===== src/rtl/ascon_decrypt_if.sv =====
// Block-level bundle for ascon_decrypt: message setup, 64-bit data handshake and results.
// Optional computed-tag output tag_o is present when ASCON_TAG_OUT_EN is defined.
interface ascon_decrypt_if;
   logic         start_i;
   logic [127:0] key_i;
   logic [127:0] nonce_i;
   logic [127:0] tag_i;
   logic [63:0]  data_i;
   logic         data_valid_i;
   logic         ready_o;
   logic [63:0]  plain_o;
   logic         plain_valid_o;
   logic         tag_ok_o;
   logic         end_o;
`ifdef ASCON_TAG_OUT_EN
   logic [127:0] tag_o;
`endif

   modport master (
      output start_i, key_i, nonce_i, tag_i, data_i, data_valid_i,
      input  ready_o, plain_o, plain_valid_o, tag_ok_o, end_o
`ifdef ASCON_TAG_OUT_EN
      , input tag_o
`endif
   );

   modport slave (
      input  start_i, key_i, nonce_i, tag_i, data_i, data_valid_i,
      output ready_o, plain_o, plain_valid_o, tag_ok_o, end_o
`ifdef ASCON_TAG_OUT_EN
      , output tag_o
`endif
   );
endinterface


===== src/rtl/ascon_decrypt.sv =====
// ASCON-128 authenticated decryption, one permutation round per cycle, 64-bit block interface.
// Define ASCON_TAG_OUT_EN to expose the recomputed tag on bus.tag_o.
module ascon_decrypt #(
   parameter int AD_BLOCKS = 1,
   parameter int CT_BLOCKS = 3
) (
   input logic            clock_i,
   input logic            reset_i,
   ascon_decrypt_if.slave bus
);
   localparam logic [63:0] IV  = 64'h80400c0600000000;
   localparam int          ADW = (AD_BLOCKS > 1) ? $clog2(AD_BLOCKS) : 1;
   localparam int          CTW = (CT_BLOCKS > 1) ? $clog2(CT_BLOCKS) : 1;

   typedef enum logic [2:0] {IDLE, INIT, AD_WAIT, AD_PERM, CT_WAIT, CT_PERM, FINAL, DONE} state_t;
   // word [0] is x0 ... word [4] is x4
   typedef logic [4:0][63:0] ascon_st_t;

   function automatic logic [63:0] ror(input logic [63:0] v, input int n);
      return (v >> n) | (v << (64 - n));
   endfunction

   function automatic ascon_st_t ascon_round(input ascon_st_t s, input logic [3:0] r);
      ascon_st_t x;
      ascon_st_t t;
      x    = s;
      x[2] = x[2] ^ {56'd0, ~r, r};
      x[0] = x[0] ^ x[4];
      x[4] = x[4] ^ x[3];
      x[2] = x[2] ^ x[1];
      for (int i = 0; i < 5; i++) t[i] = ~x[i] & x[(i + 1) % 5];
      for (int i = 0; i < 5; i++) x[i] = x[i] ^ t[(i + 1) % 5];
      x[1] = x[1] ^ x[0];
      x[0] = x[0] ^ x[4];
      x[3] = x[3] ^ x[2];
      x[2] = ~x[2];
      x[0] = x[0] ^ ror(x[0], 19) ^ ror(x[0], 28);
      x[1] = x[1] ^ ror(x[1], 61) ^ ror(x[1], 39);
      x[2] = x[2] ^ ror(x[2], 1)  ^ ror(x[2], 6);
      x[3] = x[3] ^ ror(x[3], 10) ^ ror(x[3], 17);
      x[4] = x[4] ^ ror(x[4], 7)  ^ ror(x[4], 41);
      return x;
   endfunction

   state_t           state_q, state_n;
   ascon_st_t        s_q, s_n, rnd_s;
   logic [127:0]     key_q, key_n, tag_q, tag_n, tag_calc;
   logic [3:0]       rnd_q, rnd_n;
   logic [ADW-1:0]   ad_q, ad_n;
   logic [CTW-1:0]   ct_q, ct_n;
   logic [63:0]      plain_q, plain_n;
   logic             pv_q, pv_n, ok_q, ok_n, end_q, end_n;

   assign rnd_s    = ascon_round(s_q, rnd_q);
   assign tag_calc = {rnd_s[3], rnd_s[4]} ^ key_q;

   always_comb begin
      state_n = state_q;
      s_n     = s_q;
      key_n   = key_q;
      tag_n   = tag_q;
      rnd_n   = rnd_q;
      ad_n    = ad_q;
      ct_n    = ct_q;
      plain_n = plain_q;
      pv_n    = 1'b0;
      ok_n    = ok_q;
      end_n   = end_q;
      case (state_q)
         IDLE, DONE: begin
            if (bus.start_i) begin
               s_n     = {bus.nonce_i[63:0], bus.nonce_i[127:64],
                          bus.key_i[63:0], bus.key_i[127:64], IV};
               key_n   = bus.key_i;
               tag_n   = bus.tag_i;
               rnd_n   = 4'd0;
               ad_n    = '0;
               ct_n    = '0;
               ok_n    = 1'b0;
               end_n   = 1'b0;
               state_n = INIT;
            end
         end
         INIT: begin
            s_n   = rnd_s;
            rnd_n = rnd_q + 4'd1;
            if (rnd_q == 4'd11) begin
               s_n[3]  = rnd_s[3] ^ key_q[127:64];
               s_n[4]  = rnd_s[4] ^ key_q[63:0];
               state_n = AD_WAIT;
            end
         end
         AD_WAIT: begin
            if (bus.data_valid_i) begin
               s_n[0]  = s_q[0] ^ bus.data_i;
               rnd_n   = 4'd6;
               state_n = AD_PERM;
            end
         end
         AD_PERM: begin
            s_n   = rnd_s;
            rnd_n = rnd_q + 4'd1;
            if (rnd_q == 4'd11) begin
               if (ad_q == ADW'(AD_BLOCKS - 1)) begin
                  // domain separation between AD and ciphertext
                  s_n[4]  = rnd_s[4] ^ 64'd1;
                  ad_n    = '0;
                  state_n = CT_WAIT;
               end else begin
                  ad_n    = ad_q + ADW'(1);
                  state_n = AD_WAIT;
               end
            end
         end
         CT_WAIT: begin
            if (bus.data_valid_i) begin
               plain_n = s_q[0] ^ bus.data_i;
               pv_n    = 1'b1;
               s_n[0]  = bus.data_i;
               if (ct_q == CTW'(CT_BLOCKS - 1)) begin
                  s_n[1]  = s_q[1] ^ key_q[127:64];
                  s_n[2]  = s_q[2] ^ key_q[63:0];
                  ct_n    = '0;
                  rnd_n   = 4'd0;
                  state_n = FINAL;
               end else begin
                  ct_n    = ct_q + CTW'(1);
                  rnd_n   = 4'd6;
                  state_n = CT_PERM;
               end
            end
         end
         CT_PERM: begin
            s_n   = rnd_s;
            rnd_n = rnd_q + 4'd1;
            if (rnd_q == 4'd11) state_n = CT_WAIT;
         end
         FINAL: begin
            s_n   = rnd_s;
            rnd_n = rnd_q + 4'd1;
            if (rnd_q == 4'd11) begin
               ok_n    = (tag_calc == tag_q);
               end_n   = 1'b1;
               state_n = DONE;
            end
         end
         default: state_n = IDLE;
      endcase
   end

   always_ff @(posedge clock_i) begin
      if (reset_i) begin
         state_q <= IDLE;
         s_q     <= '0;
         key_q   <= '0;
         tag_q   <= '0;
         rnd_q   <= '0;
         ad_q    <= '0;
         ct_q    <= '0;
         plain_q <= '0;
         pv_q    <= 1'b0;
         ok_q    <= 1'b0;
         end_q   <= 1'b0;
      end else begin
         state_q <= state_n;
         s_q     <= s_n;
         key_q   <= key_n;
         tag_q   <= tag_n;
         rnd_q   <= rnd_n;
         ad_q    <= ad_n;
         ct_q    <= ct_n;
         plain_q <= plain_n;
         pv_q    <= pv_n;
         ok_q    <= ok_n;
         end_q   <= end_n;
      end
   end

`ifdef ASCON_TAG_OUT_EN
   logic [127:0] tag_out_q;
   always_ff @(posedge clock_i) begin
      if (reset_i)                                tag_out_q <= '0;
      else if (state_q == FINAL && rnd_q == 4'd11) tag_out_q <= tag_calc;
   end
   assign bus.tag_o = tag_out_q;
`endif

   assign bus.ready_o       = (state_q == AD_WAIT) || (state_q == CT_WAIT);
   assign bus.plain_o       = plain_q;
   assign bus.plain_valid_o = pv_q;
   assign bus.tag_ok_o      = ok_q;
   assign bus.end_o         = end_q;
endmodule


===== src/flat_wrapper.sv =====
// flat-port wrapper written by rule: the top's interface ports become plain ports
module ascon_decrypt_flat 
#(
   parameter int AD_BLOCKS = 1,
   parameter int CT_BLOCKS = 3
)
  (clock_i, reset_i, bus_start_i, bus_key_i, bus_nonce_i, bus_tag_i, bus_data_i, bus_data_valid_i, bus_ready_o, bus_plain_o, bus_plain_valid_o, bus_tag_ok_o, bus_end_o);
  ascon_decrypt_if bus_i ();
  input logic clock_i;
  input logic reset_i;
  input wire logic [$bits(bus_i.start_i)-1:0] bus_start_i;
  input wire logic [$bits(bus_i.key_i)-1:0] bus_key_i;
  input wire logic [$bits(bus_i.nonce_i)-1:0] bus_nonce_i;
  input wire logic [$bits(bus_i.tag_i)-1:0] bus_tag_i;
  input wire logic [$bits(bus_i.data_i)-1:0] bus_data_i;
  input wire logic [$bits(bus_i.data_valid_i)-1:0] bus_data_valid_i;
  output wire logic [$bits(bus_i.ready_o)-1:0] bus_ready_o;
  output wire logic [$bits(bus_i.plain_o)-1:0] bus_plain_o;
  output wire logic [$bits(bus_i.plain_valid_o)-1:0] bus_plain_valid_o;
  output wire logic [$bits(bus_i.tag_ok_o)-1:0] bus_tag_ok_o;
  output wire logic [$bits(bus_i.end_o)-1:0] bus_end_o;
  assign bus_i.start_i = bus_start_i;
  assign bus_i.key_i = bus_key_i;
  assign bus_i.nonce_i = bus_nonce_i;
  assign bus_i.tag_i = bus_tag_i;
  assign bus_i.data_i = bus_data_i;
  assign bus_i.data_valid_i = bus_data_valid_i;
  assign bus_ready_o = bus_i.ready_o;
  assign bus_plain_o = bus_i.plain_o;
  assign bus_plain_valid_o = bus_i.plain_valid_o;
  assign bus_tag_ok_o = bus_i.tag_ok_o;
  assign bus_end_o = bus_i.end_o;
  ascon_decrypt #(.AD_BLOCKS(AD_BLOCKS), .CT_BLOCKS(CT_BLOCKS)) u_core (.clock_i(clock_i), .reset_i(reset_i), .bus(bus_i));
endmodule

===== config.mk =====
export PLATFORM = sky130hd
export DESIGN_NAME = ascon_decrypt_flat
export DESIGN_NICKNAME = d
export VERILOG_FILES = /design/src/rtl/ascon_decrypt_if.sv /design/src/rtl/ascon_decrypt.sv /design/src/flat_wrapper.sv
export SDC_FILE = /design/constraint.sdc
export NUM_CORES = 2
export LEC_CHECK = 0
export ABC_CLOCK_PERIOD_IN_PS = 3900
export BUFFER_PORTS_ARGS = -buffer_cell sky130_fd_sc_hd__buf_2
export CAP_MARGIN = 15
export CORE_MARGIN = 2
export CORE_UTILIZATION = 55
export DETAILED_ROUTE_END_ITERATION = 16
export GPL_TIMING_DRIVEN = 0
export PLACE_DENSITY_LB_ADDON = 0.1
export SYNTH_ARGS = -nofsm -noshare
export SYNTH_HDL_FRONTEND = slang
export SYNTH_SLANG_ARGS = --single-unit

===== constraint.sdc =====
create_clock -name clock_i -period 3.9 [get_ports clock_i]
set_input_delay 0.39 -clock clock_i [delete_from_list [all_inputs] [get_ports clock_i]]
set_output_delay 0.39 -clock clock_i [all_outputs]
set_load 0.05 [all_outputs]

==> qor.yml, run 1 <==
synthesis:
  ys_types: 83
  synth_top_area_share_pct: 26.3
  yosysWarnings: 0
  ys_ff_latch: 652
  avgSynthCellArea_sq_um: 7.98
  synth-seq-area-share_pct: 26.3
  synth_top_area_cell: "dfxtp_1"
  ys_top_cells_by_count: "xnor2_1, nand2_1, dfxtp_1, xor2_1, a21oi_1"
  asyncSetResetFlopFracSynth_pct: 0
  yosys-top-cells-area: "dfxtp_1, xnor2_1, xor2_1"
  synth.most_common_cell: "xnor2_1"
  syn_nets: 6809
  synth_cells: 6228
  dominantRegCellSynth: "dfxtp_1"
  syn_area_sq_um: 49700
  synth_edf_count: 0
outcome:
  stop_stage: "global routing"
  error: "[ERROR GRT-0116] Global routing finished with congestion. Check the congestion regions in the DRC Viewer."
  outcome: "aborted with a tool error"
global_route:
  grt.total_usage_pct: 74.4
  grt_max_degree: 16
  grt_pass1_wl_mm: 486
  grt-ovfl-total: 14
  grt_pass1_vias: 59600
floorplanning:
  die_w_microns: 305
  initial_core_util_pct: 55.4
  ioPinCount: 520
  fp-row-count: 110
  die_y_microns: 305
clock_tree:
  clock_sinks: 652
  clockRootBuffer: "clkbuf_16"
  clockBufferDepth: 3
  ctsHtreeMaxLevel: 3
  cts_buffers: 77
placement:
  dp_hpwl_mm: 267
  gp_congestion: 1.32
  placed_area_sq_um: 54500
  numPortBuffers: 518
[what timing repair did]
item | 4_1_cts
hold buffers | 231
pin swaps | 50
resized for setup | 377
endpoints found under the hold margin | 231
buffers inserted | 57
setup endpoints to repair | 53
[metrics by stage]
step / hold slack [ns] / setup slack [ns] / std cells / util, % / setup TNS, ns
after floorplan: 0.436 / 0.184 / 6228 / - / 0
after global placement: 0.446 / -2.75 / 7922 / 59.9 / -257.47
after detailed placement: 0.459 / -1.78 / 7977 / 60.8 / -6.73
after CTS: 0.000492 / -0.228 / 8397 / 70.2 / -0.228
[logic make-up after synthesis]
kind of cell    count (synthesis)  share of synthesized area (%)
simple gates                 1696                           14.9
xor+xnor                     1591                           29.2
compound gates               1402                           19.2
buf+inv                       656                           5.00
flops                         652                           26.3
fa+ha+maj                     191                           4.52
mux                            40                          0.960
[layer usage]
layer,GRT overflow,track usage (%)
met1,0,74.6
met5,0,28.2
met2,8,91.5
met3,0,58.1
met4,6,74.3
==> inputs of run 2 (changes only) <==
Settings changed: ABC_CLOCK_PERIOD_IN_PS 3900 to 5100, CORE_UTILIZATION 55 to 40, PLACE_DENSITY_LB_ADDON 0.1 to 0.15.
Clock period 3.9 ns to 5.1 ns, I/O delays scaled along.
==> run 2 against run 1 <==
  * The flow now finishes, with violations (negative setup slack)
  * Area after synthesis unchanged
  * Synthesized cell count unchanged
==> qor.yml, run 2 <==
outcome:
  outcome: "finished with violations"
  violations: "negative setup slack"
route:
  wire_per_inst_microns: 43.5
  via_count: 57700
  ant_nets: 0
  dr.pass1.iters: 14
  drc: 0
  drt_iter0_drc: 10700
  wl_mm: 379
  avgViaCountPerCell: 6.63
synthesis:
  ys_top_cells_by_count: "xnor2_1, nand2_1, dfxtp_1, xor2_1, a21oi_1"
  yosys-top-cells-area: "dfxtp_1, xnor2_1, xor2_1"
  syn_nets: 6809  # unchanged
  synth_cells: 6228  # unchanged
  synth-seq-area-share_pct: 26.3  # unchanged
  dominantRegCellSynth: "dfxtp_1"
  avgSynthCellArea_sq_um: 7.98  # unchanged
  ys_ff_latch: 652  # unchanged
  synth_edf_count: 0  # unchanged
  synth_top_area_share_pct: 26.3  # unchanged
  syn_area_sq_um: 49700  # unchanged
  synth_top_area_cell: "dfxtp_1"
  synth.most_common_cell: "xnor2_1"
  yosysWarnings: 0  # unchanged
  ys_types: 83  # unchanged
  asyncSetResetFlopFracSynth_pct: 0  # unchanged
worst_setup_path:
  critPathTopFamily: "XOR/XNOR gates"
  crit_buf_inv: 2
  crit_path_cell_trace: "inv_1, ha_1, xnor2_1, xnor2_1, clkbuf_1, xnor2_1, xnor2_1, o2111ai_1, nor4_1, nand4_1, o21ai_1"
  path_common_cell: "xnor2_1"
  slowest_delay_ns: 0.91
  cp.required_ns: 5.73
  cpMaxStageDelayCell: "nor4_1"
  critPathKind: "register to register"
  crit_fanout: 10
  cp.arrival_ns: 6.27
  cp-end-kind: "register"
  critPathLaunchType: "register"
global_route:
  met2_usage_pct: 77.6
  grt-busiest-layer: "met2"
  use_met3_pct: 28.1
  grt_max_degree: 14
  grt.total_usage_pct: 57.7
  antenna_found_initial: 37
  grt_pass1_wl_mm: 483
  grt.met1_usage_pct: 65.9
  grt-ovfl-total: 0
  grt_pass1_vias: 50900
floorplanning:
  die_w_microns: 356  # +17%
  initial_core_util_pct: 40.2  # -15 points
  die_y_microns: 356  # +17%
  core_area_sq_um: 123000
  ioPinCount: 520  # unchanged
  fp-row-count: 129  # +17%
  dieArea_sq_um: 127000
placement:
  numPortBuffers: 518  # unchanged
  gp_congestion: 1.19  # -10%
  dp_hpwl_mm: 321  # +20%
  placed_area_sq_um: 56100  # +3.0%
finish:
  final_cell_mix: "nand2_1, xnor2_1, dfxtp_1"
  drive_above_1_share_pct: 14.9
  largest_register_ffs: 320
  final_common_cell: "nand2_1"
  syn2layout_area_growth_pct: 21.2
  reg_top3: "u_core.s_q (320), u_core.key_q (128), u_core.tag_q (128)"
  final_nets: 7548
  finalInstanceArea_sq_um: 60200
  top_register: "u_core.s_q"
flow_run:
  maxCapViolations: 0
clock_tree:
  cts_buffers: 79  # +2.6%
  insertion_delay_ns: 0.75
  ctsHtreeMaxLevel: 3  # unchanged
  cts_tree: "done"
  clock_sinks: 652  # unchanged
  clk_pin_slew_ns: 0.07
  clockRootBuffer: "clkbuf_16"
  cts_hold_buf: 0  # -100%
  clockBufferDepth: 3  # unchanged
timing:
  final_hold_viol_count: 0
  fin_ws_ns: -0.538
  fin_crit_sh_pct: 111
  drv_slew: 0
  max_freq_mhz: 177
  fin_skew_ns: 0.0514
  setup_viol: 1
  layout_min_cycle_time_ns: 5.64
  hold_ws_ns: 0.0109
  relSlewSlack_pct: 2.38
  worst_pin_slew_ns: 1.45
min_path:
  hold_class: "input pin to register"
## run 2: cell counts after synthesis
Identical to the previous run, type by type.
## run 2: worst reg2reg max path, delay by kind of cell (launching register included)
family                     cells  cell delay [ns]
xor gates and xnor gates       4             1.75
and+or+nand+nor                2             1.62
buffers and inverters          2             0.94
AOI/OAI and AO/OA              2             0.52
DFF                            1             0.42
adders and majority gates      1             0.30
## run 2: final timing paths
path                          from             endpoint  slack (ns)  cells after the start
setup / recovery   u_core.s_q[113]  u_core.bus.tag_ok_o       -0.54                     11
hold / removal       bus_key_i[20]     u_core.key_q[20]        0.01                      3
setup reg to reg   u_core.s_q[113]  u_core.bus.tag_ok_o       -0.54                     11
hold reg to reg   u_core.tag_q[75]     u_core.tag_q[75]        0.46                      2
## run 2: repair_timing
item / in CTS / in global routing
buffers inserted: 2 / 7
gates resized for setup: 80 / 45
pin swaps: 2 / 6
endpoints found under the setup margin: 1 / 1
endpoints found under the hold margin: 0 / 0
gates cloned: 0 / 0
## run 2: routing by layer
metal,routed length [microns],part of all wire [%],vias to the layer above
li1,-,-,23100
met4,45000,12,14
met3,57300,15,1495
met5,239,0.063,-
met2,144000,38,5350
met1,133000,35,27800
## run 2: metrics by stage
step,util [%],TNS [ns],std cells,worst slack [ns]
3_3_place_gp,44.0,-26.30,8383,-2.44
6_report,48.8,-0.538,8708,-0.538
4_1_cts,48.2,0,8638,0.00422
2_1_floorplan,-,0,6228,1.38
3_5_place_dp,45.5,-1.04,8493,-1.04
5_1_grt,48.7,-0.0000697,8676,-0.0000697
## run 2: layout make-up
cell class,instances,area [sq um]
Antenna cell,41,103
Buffer,426,1650
Clock buffer,112,2270
Clock inverter,32,452
Fill cell,12300,63300
Inverter,229,860
Multi-Input combinational cell,4920,35500
Sequential cell,652,13100
Tap cell,1637,2050
Timing Repair Buffer,659,4230
## run 2: cells by family after synthesis
logic type      synth area share [%]
simple gates                    14.9
xor+xnor                        29.2
compound gates                  19.2
buf+inv                         5.00
flops                           26.3
fa+ha+maj                       4.52
mux                            0.960
Power of run 2 is left out: the tool's default activity adds up to more than one toggle a clock period on the data nets, which glitch-free logic cannot reach.
